## src/rtl/ast_width_downsizer_pkg.sv

```systemverilog
// Shared widths, derived empty widths, typedefs and state encoding for the
// Avalon-ST width converters.
package ast_conv_pkg;

   localparam int DATA_IN_W   = 128;
   localparam int DATA_OUT_W  = 64;
   localparam int CHANNEL_W   = 10;
   localparam int EMPTY_IN_W  = ($clog2(DATA_IN_W / 8) > 1) ? $clog2(DATA_IN_W / 8) : 1;
   localparam int EMPTY_OUT_W = ($clog2(DATA_OUT_W / 8) > 1) ? $clog2(DATA_OUT_W / 8) : 1;
   localparam int RATIO       = DATA_IN_W / DATA_OUT_W;
   localparam int IDX_W       = ($clog2(RATIO) > 1) ? $clog2(RATIO) : 1;

   localparam logic [IDX_W-1:0] MAX_IDX = IDX_W'(RATIO - 1);

   typedef logic [CHANNEL_W-1:0]   channel_t;
   typedef logic [EMPTY_IN_W-1:0]  empty_in_t;
   typedef logic [EMPTY_OUT_W-1:0] empty_out_t;

   typedef enum logic [0:0] {
      EMPTY = 1'b0,
      SEND  = 1'b1
   } state_t;

endpackage

```

## src/rtl/ast_width_downsizer_if.sv

```systemverilog
// Avalon-ST stream bundle used on both sides of the width converter.
interface ast_width_downsizer_if
   import ast_conv_pkg::*;
#(
   parameter int DATA_W  = DATA_OUT_W,
   parameter int EMPTY_W = EMPTY_OUT_W,
   parameter int CHAN_W  = CHANNEL_W
) ();

   // A beat transfers on a rising clock edge where valid and ready are both high;
   // ready latency is 0 and the source holds every field stable until it transfers.
   logic [DATA_W-1:0]  data;
   logic [EMPTY_W-1:0] empty;
   logic [CHAN_W-1:0]  channel;
   logic               startofpacket;
   logic               endofpacket;
   logic               valid;
   logic               ready;

   modport master (
      output data, empty, channel, startofpacket, endofpacket, valid,
      input  ready
   );

   modport slave (
      input  data, empty, channel, startofpacket, endofpacket, valid,
      output ready
   );

endinterface

```

## src/rtl/ast_width_downsizer_slicer.sv

```systemverilog
// Selects output beat idx (first symbol in MSBs) from the held wide word and
// derives the last beat index and trailing empty count of that word.
module ast_beat_slicer
   import ast_conv_pkg::*;
(
   input  logic [DATA_IN_W-1:0]  word,
   input  logic [IDX_W-1:0]      idx,
   input  logic                  eop,
   input  empty_in_t             empty,
   output logic [DATA_OUT_W-1:0] beat,
   output logic [IDX_W-1:0]      last_idx,
   output empty_out_t            last_empty
);

   logic [IDX_W-1:0] drop;

   always_comb begin
      beat = '0;
      for (int i = 0; i < RATIO; i++) begin
         if (idx == IDX_W'(i)) begin
            beat = word[DATA_IN_W-1-i*DATA_OUT_W -: DATA_OUT_W];
         end
      end
   end

   // Whole empty output beats at the tail of an eop word are never sent.
   assign drop       = IDX_W'(empty >> EMPTY_OUT_W);
   assign last_idx   = eop ? (MAX_IDX - drop) : MAX_IDX;
   assign last_empty = empty[EMPTY_OUT_W-1:0];

endmodule

```

## src/rtl/ast_width_downsizer.sv

```systemverilog
// Avalon-ST width down-converter: holds one wide word and replays it as RATIO
// narrow beats, reloading on the last beat so the output runs at full rate.
module ast_width_downsizer
   import ast_conv_pkg::*;
(
   input  logic                  clk_i,
   input  logic                  rst_n_i,
   ast_width_downsizer_if.slave  ast_in,
   ast_width_downsizer_if.master ast_out,
   output state_t                dbg_state
);

   state_t                 state;
   logic [IDX_W-1:0]       idx;
   logic [DATA_IN_W-1:0]   hold_data;
   empty_in_t              hold_empty;
   channel_t               hold_channel;
   logic                   hold_sop;
   logic                   hold_eop;

   logic [DATA_OUT_W-1:0]  beat;
   logic [IDX_W-1:0]       last_idx;
   empty_out_t             last_empty;
   logic                   sending;
   logic                   on_last;
   logic                   accept;

   ast_beat_slicer u_slicer (
      .word       (hold_data),
      .idx        (idx),
      .eop        (hold_eop),
      .empty      (hold_empty),
      .beat       (beat),
      .last_idx   (last_idx),
      .last_empty (last_empty)
   );

   assign sending = (state == SEND);
   assign on_last = sending && (idx == last_idx);

   // ready_i -> ready_o is the only combinational path through the block.
   assign ast_in.ready = (state == EMPTY) || (on_last && ast_out.ready);
   assign accept       = ast_in.valid && ast_in.ready;

   always_ff @(posedge clk_i or negedge rst_n_i) begin
      if (!rst_n_i) begin
         state        <= EMPTY;
         idx          <= '0;
         hold_data    <= '0;
         hold_empty   <= '0;
         hold_channel <= '0;
         hold_sop     <= 1'b0;
         hold_eop     <= 1'b0;
      end else begin
         if (accept) begin
            hold_data    <= ast_in.data;
            hold_empty   <= ast_in.empty;
            hold_channel <= ast_in.channel;
            hold_sop     <= ast_in.startofpacket;
            hold_eop     <= ast_in.endofpacket;
         end
         case (state)
            EMPTY: begin
               if (accept) begin
                  state <= SEND;
                  idx   <= '0;
               end
            end
            SEND: begin
               if (ast_out.ready) begin
                  if (idx != last_idx) begin
                     idx <= idx + 1'b1;
                  end else if (accept) begin
                     idx <= '0;
                  end else begin
                     state <= EMPTY;
                     idx   <= '0;
                  end
               end
            end
            default: begin
               state <= EMPTY;
               idx   <= '0;
            end
         endcase
      end
   end

   assign ast_out.valid         = sending;
   assign ast_out.data          = beat;
   assign ast_out.channel       = hold_channel;
   assign ast_out.startofpacket = sending && hold_sop && (idx == '0);
   assign ast_out.endofpacket   = on_last && hold_eop;
   assign ast_out.empty         = (on_last && hold_eop) ? last_empty : '0;

   assign dbg_state = state;

endmodule

```

## src/flat_wrapper.sv

```systemverilog
// flat-port wrapper written by rule: the top's interface ports become plain ports
module ast_width_downsizer_flat import ast_conv_pkg::*;
  (clk_i, rst_n_i, dbg_state, ast_in_data, ast_in_empty, ast_in_channel, ast_in_startofpacket, ast_in_endofpacket, ast_in_valid, ast_in_ready, ast_out_data, ast_out_empty, ast_out_channel, ast_out_startofpacket, ast_out_endofpacket, ast_out_valid, ast_out_ready);
  ast_width_downsizer_if #(.DATA_W(DATA_IN_W), .EMPTY_W(EMPTY_IN_W)) ast_in_i ();
  ast_width_downsizer_if #(.DATA_W(DATA_OUT_W), .EMPTY_W(EMPTY_OUT_W)) ast_out_i ();
  input  logic clk_i;
  input  logic rst_n_i;
  output state_t dbg_state;
  input wire logic [$bits(ast_in_i.data)-1:0] ast_in_data;
  input wire logic [$bits(ast_in_i.empty)-1:0] ast_in_empty;
  input wire logic [$bits(ast_in_i.channel)-1:0] ast_in_channel;
  input wire logic [$bits(ast_in_i.startofpacket)-1:0] ast_in_startofpacket;
  input wire logic [$bits(ast_in_i.endofpacket)-1:0] ast_in_endofpacket;
  input wire logic [$bits(ast_in_i.valid)-1:0] ast_in_valid;
  output wire logic [$bits(ast_in_i.ready)-1:0] ast_in_ready;
  output wire logic [$bits(ast_out_i.data)-1:0] ast_out_data;
  output wire logic [$bits(ast_out_i.empty)-1:0] ast_out_empty;
  output wire logic [$bits(ast_out_i.channel)-1:0] ast_out_channel;
  output wire logic [$bits(ast_out_i.startofpacket)-1:0] ast_out_startofpacket;
  output wire logic [$bits(ast_out_i.endofpacket)-1:0] ast_out_endofpacket;
  output wire logic [$bits(ast_out_i.valid)-1:0] ast_out_valid;
  input wire logic [$bits(ast_out_i.ready)-1:0] ast_out_ready;
  assign ast_in_i.data = ast_in_data;
  assign ast_in_i.empty = ast_in_empty;
  assign ast_in_i.channel = ast_in_channel;
  assign ast_in_i.startofpacket = ast_in_startofpacket;
  assign ast_in_i.endofpacket = ast_in_endofpacket;
  assign ast_in_i.valid = ast_in_valid;
  assign ast_in_ready = ast_in_i.ready;
  assign ast_out_data = ast_out_i.data;
  assign ast_out_empty = ast_out_i.empty;
  assign ast_out_channel = ast_out_i.channel;
  assign ast_out_startofpacket = ast_out_i.startofpacket;
  assign ast_out_endofpacket = ast_out_i.endofpacket;
  assign ast_out_valid = ast_out_i.valid;
  assign ast_out_i.ready = ast_out_ready;
  ast_width_downsizer u_core (.clk_i(clk_i), .rst_n_i(rst_n_i), .ast_in(ast_in_i), .ast_out(ast_out_i), .dbg_state(dbg_state));
endmodule
```

## config.mk

```make
export PLATFORM = sky130hd
export DESIGN_NAME = ast_width_downsizer_flat
export DESIGN_NICKNAME = d
export VERILOG_FILES = /design/src/rtl/ast_width_downsizer_pkg.sv /design/src/rtl/ast_width_downsizer_if.sv /design/src/rtl/ast_width_downsizer_slicer.sv /design/src/rtl/ast_width_downsizer.sv /design/src/flat_wrapper.sv
export SDC_FILE = /design/constraint.sdc
export NUM_CORES = 1
export LEC_CHECK = 0
export BUFFER_PORTS_ARGS = -buffer_cell sky130_fd_sc_hd__buf_4
export CAP_MARGIN = 20
export CORE_MARGIN = 1.5
export CORE_UTILIZATION = 48
export CTS_CLUSTER_DIAMETER = 60
export CTS_CLUSTER_SIZE = 10
export DETAILED_ROUTE_END_ITERATION = 10
export GPL_ROUTABILITY_DRIVEN = 0
export GPL_TIMING_DRIVEN = 0
export PLACE_DENSITY = 0.78
export SLEW_MARGIN = 15
export SYNTH_ARGS = -nofsm -noshare
export SYNTH_HDL_FRONTEND = slang
export SYNTH_HIERARCHICAL = 1
export SYNTH_SLANG_ARGS = --single-unit
export TNS_END_PERCENT = 10
```

## constraint.sdc

```tcl
create_clock -name clk_i -period 1.58 [get_ports clk_i]
set_clock_uncertainty 0.1 [all_clocks]
set_input_delay 0.316 -clock clk_i [delete_from_list [all_inputs] [get_ports clk_i]]
set_output_delay 0.316 -clock clk_i [all_outputs]
set_load 0.02 [all_outputs]
```

-- Yosys cells after proc, flatten, opt, wreduce, memory -nomap -nowiden
Index checks and enable logic that the tools add are counted.
- register bits: 146
- input port bits: 148
- add/sub/neg operators: 2
- equality and inequality tests: 4
- muxes and demuxes: 11
- bitwise logic cells: 2
- reductions and logical operators: 8
- operators by type and width (kind ; count):
    64-bit two-way mux ; 1
    1-bit two-way mux ; 7
    1-bit logical AND ; 6
    1-bit one-hot mux with 2 select lines ; 2
    3-bit two-way mux ; 1
    2-bit by 1-bit != test with 1-bit output, second input constant ; 1
    2-bit != test, second input constant ; 1
    1-bit inverter ; 2
    2-bit AND reduction ; 1
    1-bit adder, second input constant ; 1
    1-bit equality test ; 1
    1-bit logical OR ; 1
    1-bit != test ; 1
    1-bit subtractor, first input constant ; 1

-- Depth between registers and ports, before layout
Gate-level depths: netlist of the first run.
- depth after elaboration: 11
- gate-level depth with buffers: 7

-- By module
Netlist of the first run, hierarchy kept.
- by module, submodules not included (module ; instances ; cells each ; area an instance (µm²)):
    ast_width_downsizer ; 1 ; 658 ; 6912.9
    ast_beat_slicer ; 1 ; 75 ; 1103.6

-- Least setup slack after synthesis of the first run
No wires, ideal clock.
- path kind: register -> output
- start: register u_core.idx
- end: output ast_in_ready
- arrival time: 1.361 ns
- path slack: -0.197 ns
- stages on the path, launching flop included: 7
- path buffers: 2
- cells stage by stage: dfrtp_1 > inv_1 > ha_1 > a21boi_1 > buf_2 > buf_4 > inv_1
- longest elaborated chain between the ends: 4
- ends and longest elaborated chain (element ; RTL line ; source):
    start, declared ; ast_width_downsizer.sv:14 ; logic [IDX_W-1:0] idx;
    start signal, assigned ; ast_width_downsizer.sv:72 ; idx <= idx + 1'b1;
    1-bit equality test ; ast_width_downsizer.sv:39 ; assign on_last = sending && (idx == last_idx);
    1-bit logical AND ; ast_width_downsizer.sv:39 ;
    1-bit logical AND ; ast_width_downsizer.sv:42 ; assign ast_in.ready = (state == EMPTY) || (on_last && ast_out.ready);
    1-bit logical OR ; ast_width_downsizer.sv:42 ;
    end, declared ; flat_wrapper.sv:15 ; output wire logic [$bits(ast_in_i.ready)-1:0] ast_in_ready;
Every way passes these cells.

-- Worst setup path in the final report of the first run
- start: register u_core.hold_empty[3]
- end: output ast_in_ready
- longest elaborated chain between the ends: 6
- ends and longest elaborated chain (element ; RTL line ; source):
    start, declared ; ast_width_downsizer.sv:16 ; empty_in_t hold_empty;
    start signal, assigned ; ast_width_downsizer.sv:57 ; hold_empty <= ast_in.empty;
    1-bit subtractor ; ast_width_downsizer_slicer.sv:28 ; assign last_idx = eop ? (MAX_IDX - drop) : MAX_IDX;
    1-bit two-way mux ; ast_width_downsizer_slicer.sv:28 ;
    via u_core.last_idx ; ast_width_downsizer.sv:22 ; logic [IDX_W-1:0] last_idx;
    1-bit equality test ; ast_width_downsizer.sv:39 ;
    1-bit logical AND ; ast_width_downsizer.sv:39 ;
    1-bit logical AND ; ast_width_downsizer.sv:42 ;
    1-bit logical OR ; ast_width_downsizer.sv:42 ;
The timed path passes the listed nets, and every way through them passes these cells.

==> impl_metrics.sql, run 1 <==
INSERT INTO impl_metrics (metric_group, metric, value, unit) VALUES
('run_status', 'outcome', 'finished, violations left', ''),
('run_status', 'failed_checks', 'negative setup slack', ''),
('floorplan', 'dieWidth', '132', 'µm'),
('floorplan', 'area_of_the_die', '17500', 'µm²'),
('synth', 'register_bit_count_reported_by_yosys', '146', ''),
('floorplan', 'io-pin-count', '230', ''),
('cells_and_area', 'design.final.nets', '1138', ''),
('timing', 'finalMaxSlewViolations', '0', ''),
('clock_tree', 'cts-buffers-inserted', '17', ''),
('timing', 'finalHoldViolations', '0', ''),
('timing', 'timing.max_slew.rel_slack', '66.0', '%'),
('clock_tree', 'cts_tree', 'done', ''),
('power_and_ir_drop', 'intPower', '15.8', 'mW'),
('clock_tree', 'cts_max_path_buffers', '2', ''),
('global_route', 'antenna_found_initial', '0', ''),
('global_route', 'grt.overflow.total', '0', ''),
('timing', 'post-route-worst-setup-slack', '-0.518', 'ns'),
('detailed_routing', 'wire_per_inst', '17.4', 'µm'),
('timing', 'highest_clock_rate', '0.477', 'GHz'),
('detailed_routing', 'remaining_routing_drc_violations', '0', ''),
('detailed_routing', 'finalWirelength', '21200', 'µm'),
('cells_and_area', 'commonest_cells_after_routing_fill_and_taps_aside', 'sky130_fd_sc_hd__buf_4 (173), sky130_fd_sc_hd__dfrtp_1 (145), sky130_fd_sc_hd__inv_1 (144), sky130_fd_sc_hd__nand2_1 (144), sky130_fd_sc_hd__o32ai_1 (83)', ''),
('clock_tree', 'htree_num_levels', '4', ''),
('timing', 'setup_viol_count_final', '215', ''),
('timing', 'timing.hold.ws', '0.0675', 'ns'),
('floorplan', 'core_area', '16500', 'µm²'),
('critical_path', 'critPathLaunchType', 'flop', ''),
('timing', 'min_period', '2.10', 'ns'),
('power_and_ir_drop', 'clock_power_share', '16.4', '%'),
('global_route', 'grt_usage', '24.7', '%'),
('cells_and_area', 'finalCoreUtilization', '67.7', '%'),
('global_route', 'first_global_vias', '6351', ''),
('critical_path', 'path_max_fanout', '3', ''),
('detailed_routing', 'drt_pass1_iterations', '6', ''),
('worst_hold_path', 'hp-class', 'input port to flop', ''),
('detailed_routing', 'vias_per_cell', '5.23', ''),
('timing', 'worst_pin_slew', '0.509', 'ns'),
('timing', 'period_share', '133', '%'),
('critical_path', 'critical_path.startpoint', 'u_core/hold_empty[3]$_DFFE_PN0P_', ''),
('power_and_ir_drop', 'leakage', '5.45', 'nW'),
('placement', 'post-dp-hpwl', '14500', 'µm'),
('power_and_ir_drop', 'seq_power_share', '26.4', '%'),
('cells_and_area', 'syn_to_final_growth', '39.0', '%'),
('worst_hold_path', 'min-delay-start', 'ast_in_data[99]', ''),
('critical_path', 'critical-path-max-stage-delay', '0.40', 'ns'),
('cells_and_area', 'diodes', '0', ''),
('detailed_routing', 'dr_total_vias', '6395', ''),
('cells_and_area', 'drive_gt1_share', '45.6', '%'),
('placement', 'port-buffer-count', '229', ''),
('critical_path', 'cpLargestDelayFamily', 'flip-flops', ''),
('clock_tree', 'clkSinkCount', '146', ''),
('floorplan', 'std_cell_rows', '47', ''),
('clock_tree', 'clockRootBuffer', 'sky130_fd_sc_hd__clkbuf_16', ''),
('critical_path', 'worst_r2r_startpoint', 'u_core/hold_empty[3]$_DFFE_PN0P_', ''),
('clock_tree', 'clock_pin_slew_of_the_registers_on_the_worst_case_setup_and_hold_paths', '0.06', 'ns'),
('critical_path', 'cp_data_required_time', '1.16', 'ns'),
('critical_path', 'worstSetupPathType', 'flop to primary output', ''),
('power_and_ir_drop', 'comb_power_share', '57.2', '%'),
('critical_path', 'worst-path-buf-inv', '4', ''),
('critical_path', 'endpoint_kind', 'primary output', ''),
('detailed_routing', 'detailedRoute.firstIterationViolations', '233', ''),
('critical_path', 'crit_path_cell_chain', 'nand2_2 > ha_4 > a21boi_2 > buf_6 > buf_12 > inv_4 > buf_6', ''),
('synth', 'synth_area', '8020', 'µm²'),
('cells_and_area', 'layout_commonest_cell', 'sky130_fd_sc_hd__buf_4', ''),
('detailed_routing', 'final_ant_viol_nets', '0', ''),
('synth', 'post_synth_inst_count', '733', ''),
('synth', 'ys_seq_area_share', '45.6', '%'),
('synth', 'library_cells_used_by_synthesis', '20', ''),
('critical_path', 'critical_path_arrival', '1.68', 'ns'),
('floorplan', 'die_h', '132', 'µm'),
('synth', 'synth_area_per_cell', '10.9', 'µm²');
routing by layer:
| metal | track usage (%) | routed length (µm) | vias to the layer above |
|---|---|---|---|
| li1 | - | - | 3038 |
| met1 | 31.7 | 8980 | 3106 |
| met2 | 40.2 | 10500 | 231 |
| met3 | 8.19 | 1520 | 20 |
| met4 | 6.47 | 257 | 0 |
| met5 | 0 | 0 | - |
stage by stage:
stage	TNS (ns)	cells	area (µm²)	total power [mW]	setup slack (ns)
final	-69.37	1222	11100	25.1	-0.518
after global routing	-82.51	1222	11100	26.4	-0.564
after CTS	-65.81	1221	11100	25.1	-0.510
after detailed placement	-45.55	1183	10100	19.6	-0.388
after global placement	-132.06	1182	10100	19.3	-0.612
after floorplan	-4.53	733	8060	15.6	-0.0714
layout make-up:
type	instances	area (µm²)	share of cell area [%]
Multi-Input combinational cell	366	3350	30.1
Inverter	146	551	4.94
Clock buffer	19	443	3.98
Clock inverter	13	161	1.45
Tap cell	220	275	2.47
Sequential cell	146	3650	32.8
Buffer	75	634	5.69
Timing Repair Buffer	237	2070	18.6
cells in the mapped netlist:
cell type / n / share of area [%]
sky130_fd_sc_hd__and2_1: 4 / 0.31
sky130_fd_sc_hd__ha_1: 1 / 0.16
sky130_fd_sc_hd__buf_6: 11 / 1.5
sky130_fd_sc_hd__o31ai_1: 1 / 0.094
sky130_fd_sc_hd__inv_1: 146 / 6.8
sky130_fd_sc_hd__nand2_1: 145 / 6.8
sky130_fd_sc_hd__mux2_4: 60 / 11
sky130_fd_sc_hd__dfrtp_1: 146 / 46
sky130_fd_sc_hd__nor2b_1: 1 / 0.078
sky130_fd_sc_hd__o32ai_1: 84 / 9.2
sky130_fd_sc_hd__o32ai_2: 60 / 12
sky130_fd_sc_hd__or2_2: 1 / 0.078
sky130_fd_sc_hd__clkbuf_1: 22 / 1.0
sky130_fd_sc_hd__buf_2: 29 / 1.8
sky130_fd_sc_hd__a21boi_1: 1 / 0.094
sky130_fd_sc_hd__buf_4: 7 / 0.66
sky130_fd_sc_hd__buf_12: 6 / 1.5
sky130_fd_sc_hd__mux2_2: 4 / 0.56
sky130_fd_sc_hd__and3_1: 3 / 0.23
sky130_fd_sc_hd__nand3_1: 1 / 0.062
cell families after synthesis:
logic type,synth area share [%]
simple gates,7.55
flops,45.6
compound gates,21.5
fa+ha+maj,0.156
buf+inv,13.4
mux,11.8
worst paths after layout:
kind | to | slack [ns] | depth (start not counted)
setup reg to reg | u_core/hold_data[32]$_DFFE_PN0P_ | -0.34 | 6
hold / removal | u_core/hold_data[99]$_DFFE_PN0P_ | 0.07 | 3
min in group asynchronous | u_core/hold_data[46]$_DFFE_PN0P_ | 0.32 | 2
setup / recovery | ast_in_ready | -0.52 | 7
max in group asynchronous | u_core/hold_data[26]$_DFFE_PN0P_ | 0.27 | 3
hold reg to reg | u_core/hold_data[35]$_DFFE_PN0P_ | 0.44 | 2
tightest hold or removal path: stages:
cell                      delay [ns]
sky130_fd_sc_hd__buf_4          0.08
sky130_fd_sc_hd__nand2_1        0.05
sky130_fd_sc_hd__o32ai_2        0.08
power by group through the flow:
stage	combinational, mW	clock, mW	sequential [mW]
floorplan	9.11	0	6.46
global placement	12.8	0	6.59
detailed placement	12.9	0	6.67
CTS	14.2	4.19	6.63
global route	15.2	4.36	6.84
finish	14.4	4.11	6.63
registers in the layout, summed over array words and instances (netlist names):
signal and flops:
u_core/ast_out.channel 10, u_core/ast_out.valid 1, u_core/hold_data 128, u_core/hold_empty 4, u_core/hold_eop 1, u_core/hold_sop 1, u_core/idx 1
what timing repair did:
item / in CTS / in global routing
endpoints found under the hold margin: 64 / 0
hold buffers: 1 / 0
resized for setup: 92 / 11
endpoints found under the setup margin: 215 / 216
pin swaps: 6 / 3
buffers inserted: 5 / 1
No activity file was read; power rests on OpenSTA's default activity.
==> inputs of run 2 (changes only) <==
--- a/config.mk
+++ b/config.mk
@@ -8,16 +8,15 @@
 export BUFFER_PORTS_ARGS = -buffer_cell sky130_fd_sc_hd__buf_4
 export CAP_MARGIN = 20
 export CORE_MARGIN = 1.5
-export CORE_UTILIZATION = 48
+export CORE_UTILIZATION = 47
 export CTS_CLUSTER_DIAMETER = 60
 export CTS_CLUSTER_SIZE = 10
 export DETAILED_ROUTE_END_ITERATION = 10
 export GPL_ROUTABILITY_DRIVEN = 0
 export GPL_TIMING_DRIVEN = 0
-export PLACE_DENSITY = 0.78
+export PLACE_DENSITY = 0.77
 export SLEW_MARGIN = 15
 export SYNTH_ARGS = -nofsm -noshare
 export SYNTH_HDL_FRONTEND = slang
-export SYNTH_HIERARCHICAL = 1
 export SYNTH_SLANG_ARGS = --single-unit
 export TNS_END_PERCENT = 10
==> impl_metrics.sql, run 2 <==
INSERT INTO impl_metrics (metric_group, metric, value, unit) VALUES
('critical_path', 'cp_data_required_time', '1.16', 'ns'),
('detailed_routing', 'finalWirelength', '21200', 'µm'),
('power_and_ir_drop', 'pwr_density_cell', '2160', 'nW/µm²'),
('timing', 'post-route-worst-setup-slack', '-0.690', 'ns'),
('power_and_ir_drop', 'total_switching_power', '9.15', 'mW'),
('cells_and_area', 'diodes', '0', ''),
('clock_tree', 'clockRootBuffer', 'sky130_fd_sc_hd__clkbuf_16', ''),
('cells_and_area', 'largest_register_ffs', '128', ''),
('critical_path', 'endpoint_kind', 'primary output', ''),
('cells_and_area', 'layout_commonest_cell', 'sky130_fd_sc_hd__buf_4', ''),
('synth', 'asyncSetResetFlopFracSynth', '100', '%'),
('synth', 'netlist_top_cells_count', 'sky130_fd_sc_hd__nand2_1 (209), sky130_fd_sc_hd__dfrtp_1 (146), sky130_fd_sc_hd__inv_1 (146)', ''),
('worst_hold_path', 'hp-class', 'input port to flop', ''),
('power_and_ir_drop', 'power_switching_share', '40.3', '%'),
('cells_and_area', 'syn_to_final_growth', '39.8', '%'),
('floorplan', 'initial_core_utilization', '47.7', '%'),
('power_and_ir_drop', 'irDropWorstVdd', '0.00104', 'V'),
('clock_tree', 'clock_pin_slew_of_the_registers_on_the_worst_case_setup_and_hold_paths', '0.06', 'ns'),
('floorplan', 'dieWidth', '130', 'µm'),
('clock_tree', 'cts_max_path_buffers', '2', ''),
('cells_and_area', 'regMostFlops', 'u_core.hold_data', ''),
('global_route', 'grt_start_max_net_pins', '89', ''),
('critical_path', 'critical_path_arrival', '1.85', 'ns'),
('detailed_routing', 'final_ant_viol_nets', '0', ''),
('global_route', 'first_global_vias', '6622', ''),
('timing', 'finalMaxSlewViolations', '0', ''),
('detailed_routing', 'remaining_routing_drc_violations', '0', ''),
('timing', 'timing.max_slew.rel_slack', '68.7', '%'),
('cells_and_area', 'combined_area_of_the_multi_input_logic_cells', '3000', 'µm²'),
('global_route', 'grt_usage', '25.5', '%'),
('power_and_ir_drop', 'comb_power_share', '54.9', '%'),
('synth', 'synth_area_per_cell', '9.40', 'µm²'),
('placement', 'port-buffer-count', '229', ''),
('critical_path', 'worstSetupPathType', 'flop to primary output', ''),
('timing', 'rsz_0062_raised_after_global_routing', 'true', ''),
('synth', 'register_bit_count_reported_by_yosys', '146', ''),
('timing', 'finalHoldViolations', '0', ''),
('synth', 'leading_cell_type_by_number_of_instances_after_synthesis', 'sky130_fd_sc_hd__nand2_1', ''),
('clock_tree', 'clkSinkCount', '146', ''),
('floorplan', 'die_h', '130', 'µm'),
('floorplan', 'io-pin-count', '230', ''),
('placement', 'post-dp-hpwl', '14400', 'µm'),
('critical_path', 'setup.reg_to_reg.worst_slack', '-0.39', 'ns'),
('detailed_routing', 'vias_per_cell', '5.22', ''),
('power_and_ir_drop', 'totalPowerFinal', '22.7', 'mW'),
('global_route', 'wire_length_of_the_first_global_routing_pass', '33100', 'µm'),
('cells_and_area', 'drive_gt1_share', '37.7', '%'),
('synth', 'library_cells_used_by_synthesis', '19', ''),
('run_status', 'outcome', 'finished, violations left', ''),
('floorplan', 'core_area', '15800', 'µm²'),
('run_status', 'failed_checks', 'negative setup slack', ''),
('cells_and_area', 'n_fill_cell', '1311', ''),
('critical_path', 'path_max_fanout', '3', ''),
('critical_path', 'cp-endpoint', 'ast_in_ready', ''),
('power_and_ir_drop', 'leakage', '5.09', 'nW'),
('synth', 'synth_top_area_cell', 'sky130_fd_sc_hd__dfrtp_1', ''),
('clock_tree', 'htree_num_levels', '4', ''),
('cells_and_area', 'regArea', '3650', 'µm²'),
('synth', 'ys.flop_type', 'sky130_fd_sc_hd__dfrtp_1', ''),
('critical_path', 'worst_r2r_startpoint', 'u_core.idx$_DFFE_PN0P_', ''),
('synth', 'synth.net_count', '950', ''),
('timing', 'setup_viol_count_final', '215', ''),
('clock_tree', 'cts_tree', 'done', ''),
('critical_path', 'critical_path.startpoint', 'u_core.idx$_DFFE_PN0P_', ''),
('clock_tree', 'clk-insertion-delay-late', '0.43', 'ns'),
('synth', 'ys_seq_area_share', '48.5', '%'),
('power_and_ir_drop', 'intPower', '13.6', 'mW'),
('critical_path', 'reg2regPathDepth', '8', ''),
('power_and_ir_drop', 'clock_power_share', '17.3', '%'),
('global_route', 'antenna_found_initial', '0', ''),
('timing', 'worst_pin_slew', '0.469', 'ns'),
('timing', 'min_period', '2.27', 'ns'),
('cells_and_area', 'commonest_cells_after_routing_fill_and_taps_aside', 'sky130_fd_sc_hd__buf_4 (227), sky130_fd_sc_hd__nand2_1 (209), sky130_fd_sc_hd__dfrtp_1 (145), sky130_fd_sc_hd__inv_1 (144), sky130_fd_sc_hd__o32ai_1 (82)', ''),
('floorplan', 'area_of_the_die', '16800', 'µm²'),
('placement', 'place_ws', '-0.655', 'ns'),
('synth', 'synth.top_cell.area_share', '48.5', '%'),
('timing', 'highest_clock_rate', '0.441', 'GHz'),
('synth', 'largest_cells_by_area_after_synthesis', 'sky130_fd_sc_hd__dfrtp_1 (49%), sky130_fd_sc_hd__o32ai_2 (13%), sky130_fd_sc_hd__nand2_1 (10%), sky130_fd_sc_hd__o32ai_1 (9.8%), sky130_fd_sc_hd__inv_1 (7.3%)', ''),
('synth', 'synth_area', '7530', 'µm²'),
('global_route', 'grt.overflow.total', '0', ''),
('critical_path', 'critPathLaunchType', 'flop', ''),
('worst_hold_path', 'min-delay-start', 'ast_in_endofpacket', ''),
('run', 'maxCapViolations', '0', ''),
('floorplan', 'std_cell_rows', '46', ''),
('timing', 'setup_total_negative_slack', '-87.52', 'ns'),
('synth', 'post_synth_inst_count', '801', ''),
('timing', 'period_share', '144', '%'),
('detailed_routing', 'dr_total_vias', '6721', ''),
('cells_and_area', 'design.final.nets', '1207', ''),
('clock_tree', 'cts-buffers-inserted', '17', ''),
('timing', 'timing.hold.ws', '0.0526', 'ns'),
('detailed_routing', 'wire_per_inst', '16.4', 'µm'),
('detailed_routing', 'drt_pass1_iterations', '5', ''),
('detailed_routing', 'detailedRoute.firstIterationViolations', '386', ''),
('critical_path', 'rr_endpoint', 'u_core.hold_data[127]$_DFFE_PN0P_', ''),
('synth', 'synth.yosys.warnings', '0', ''),
('power_and_ir_drop', 'seq_power_share', '27.8', '%'),
('synth', 'number_of_enable_flip_flop_cells_after_synthesis', '0', '');
[run 2: changes by cell type after synthesis, sizes merged]
cell | previous run | this run
clkbuf | 22 | 32
o21ai | 0 | 64
nand2 | 145 | 209
buf | 53 | 47
mux2 | 64 | 0
[run 2: area by class of cell]
class / count / area share (%)
multi-input cells: 430 / 28.5
clock buffers: 18 / 4.08
flip-flops and latches: 146 / 34.7
well taps: 216 / 2.57
repair buffers: 238 / 17.7
inverters: 146 / 5.28
plain buffers: 79 / 5.92
clock inverters: 14 / 1.31
[run 2: worst min-delay path by stage]
stage	end	slack (ns)	cells past startpoint
final	u_core.hold_eop$_DFFE_PN0P_	0.05	3
after global routing	u_core.hold_eop$_DFFE_PN0P_	0.06	3
after CTS	u_core.hold_eop$_DFFE_PN0P_	0.04	3
after detailed placement	u_core.hold_data[29]$_DFFE_PN0P_	0.18	1
after global placement	u_core.hold_data[106]$_DFFE_PN0P_	0.43	2
after floorplan	u_core.ast_out.channel[0]$_DFFE_PN0P_	-0.08	0
[run 2: cells by family (layout without fill, tap and decap cells)]
| logic type | count (synthesis) | count (layout) | synth area share [%] |
|---|---|---|---|
| AO/OA/AOI/OAI | 210 | 210 | 27.2 |
| adder cells (fa/ha/maj) | 1 | 1 | 0.166 |
| buffers and inverters | 225 | 495 | 12.9 |
| flip-flops | 146 | 146 | 48.5 |
| AND/OR/NAND/NOR | 219 | 219 | 11.2 |
[run 2: power groups by stage]
stage               Sequential [mW]  Clock [mW]  Combinational, mW
CTS                            6.31        3.97               12.3
finish                         6.32        3.92               12.5
global route                   6.51        4.14               13.4
floorplan                      6.31           0               7.53
detailed placement             6.36           0               11.5
global placement               6.29           0               11.3
[run 2: repair_timing]
| item | CTS | global route |
|---|---|---|
| hold endpoints to repair | 58 | 0 |
| endpoints found under the setup margin | 216 | 216 |
| hold buffers | 1 | 0 |
| gates resized for setup | 87 | 24 |
| setup buffers | 6 | 0 |
| gates cloned | 1 | 0 |
| pin swaps | 4 | 1 |
[run 2: metal layers]
layer	routed length [µm]	track usage, %	vias to the layer above
met5	0	0	-
met4	320	6.99	0
met3	1460	6.44	27
met2	10500	43.0	242
met1	8880	32.6	3217
li1	-	-	3235
[run 2: critical path, cell delays in order (launching register included)]
cell and delay, ns:
sky130_fd_sc_hd__dfrtp_1 0.40, sky130_fd_sc_hd__buf_6 0.13, sky130_fd_sc_hd__buf_8 0.12, sky130_fd_sc_hd__inv_6 0.05, sky130_fd_sc_hd__ha_4 0.20, sky130_fd_sc_hd__a21boi_2 0.15
sky130_fd_sc_hd__buf_6 0.14, sky130_fd_sc_hd__buf_12 0.10, sky130_fd_sc_hd__inv_4 0.02, sky130_fd_sc_hd__buf_6 0.11
[run 2: through the flow]
stage	utilization (%)	area (µm²)	instances
after CTS	66.4	10500	1287
final	66.7	10500	1287
after global placement	60.8	9590	1246
after global routing	66.7	10500	1287
after detailed placement	61.1	9630	1247
after floorplan	-	7600	801
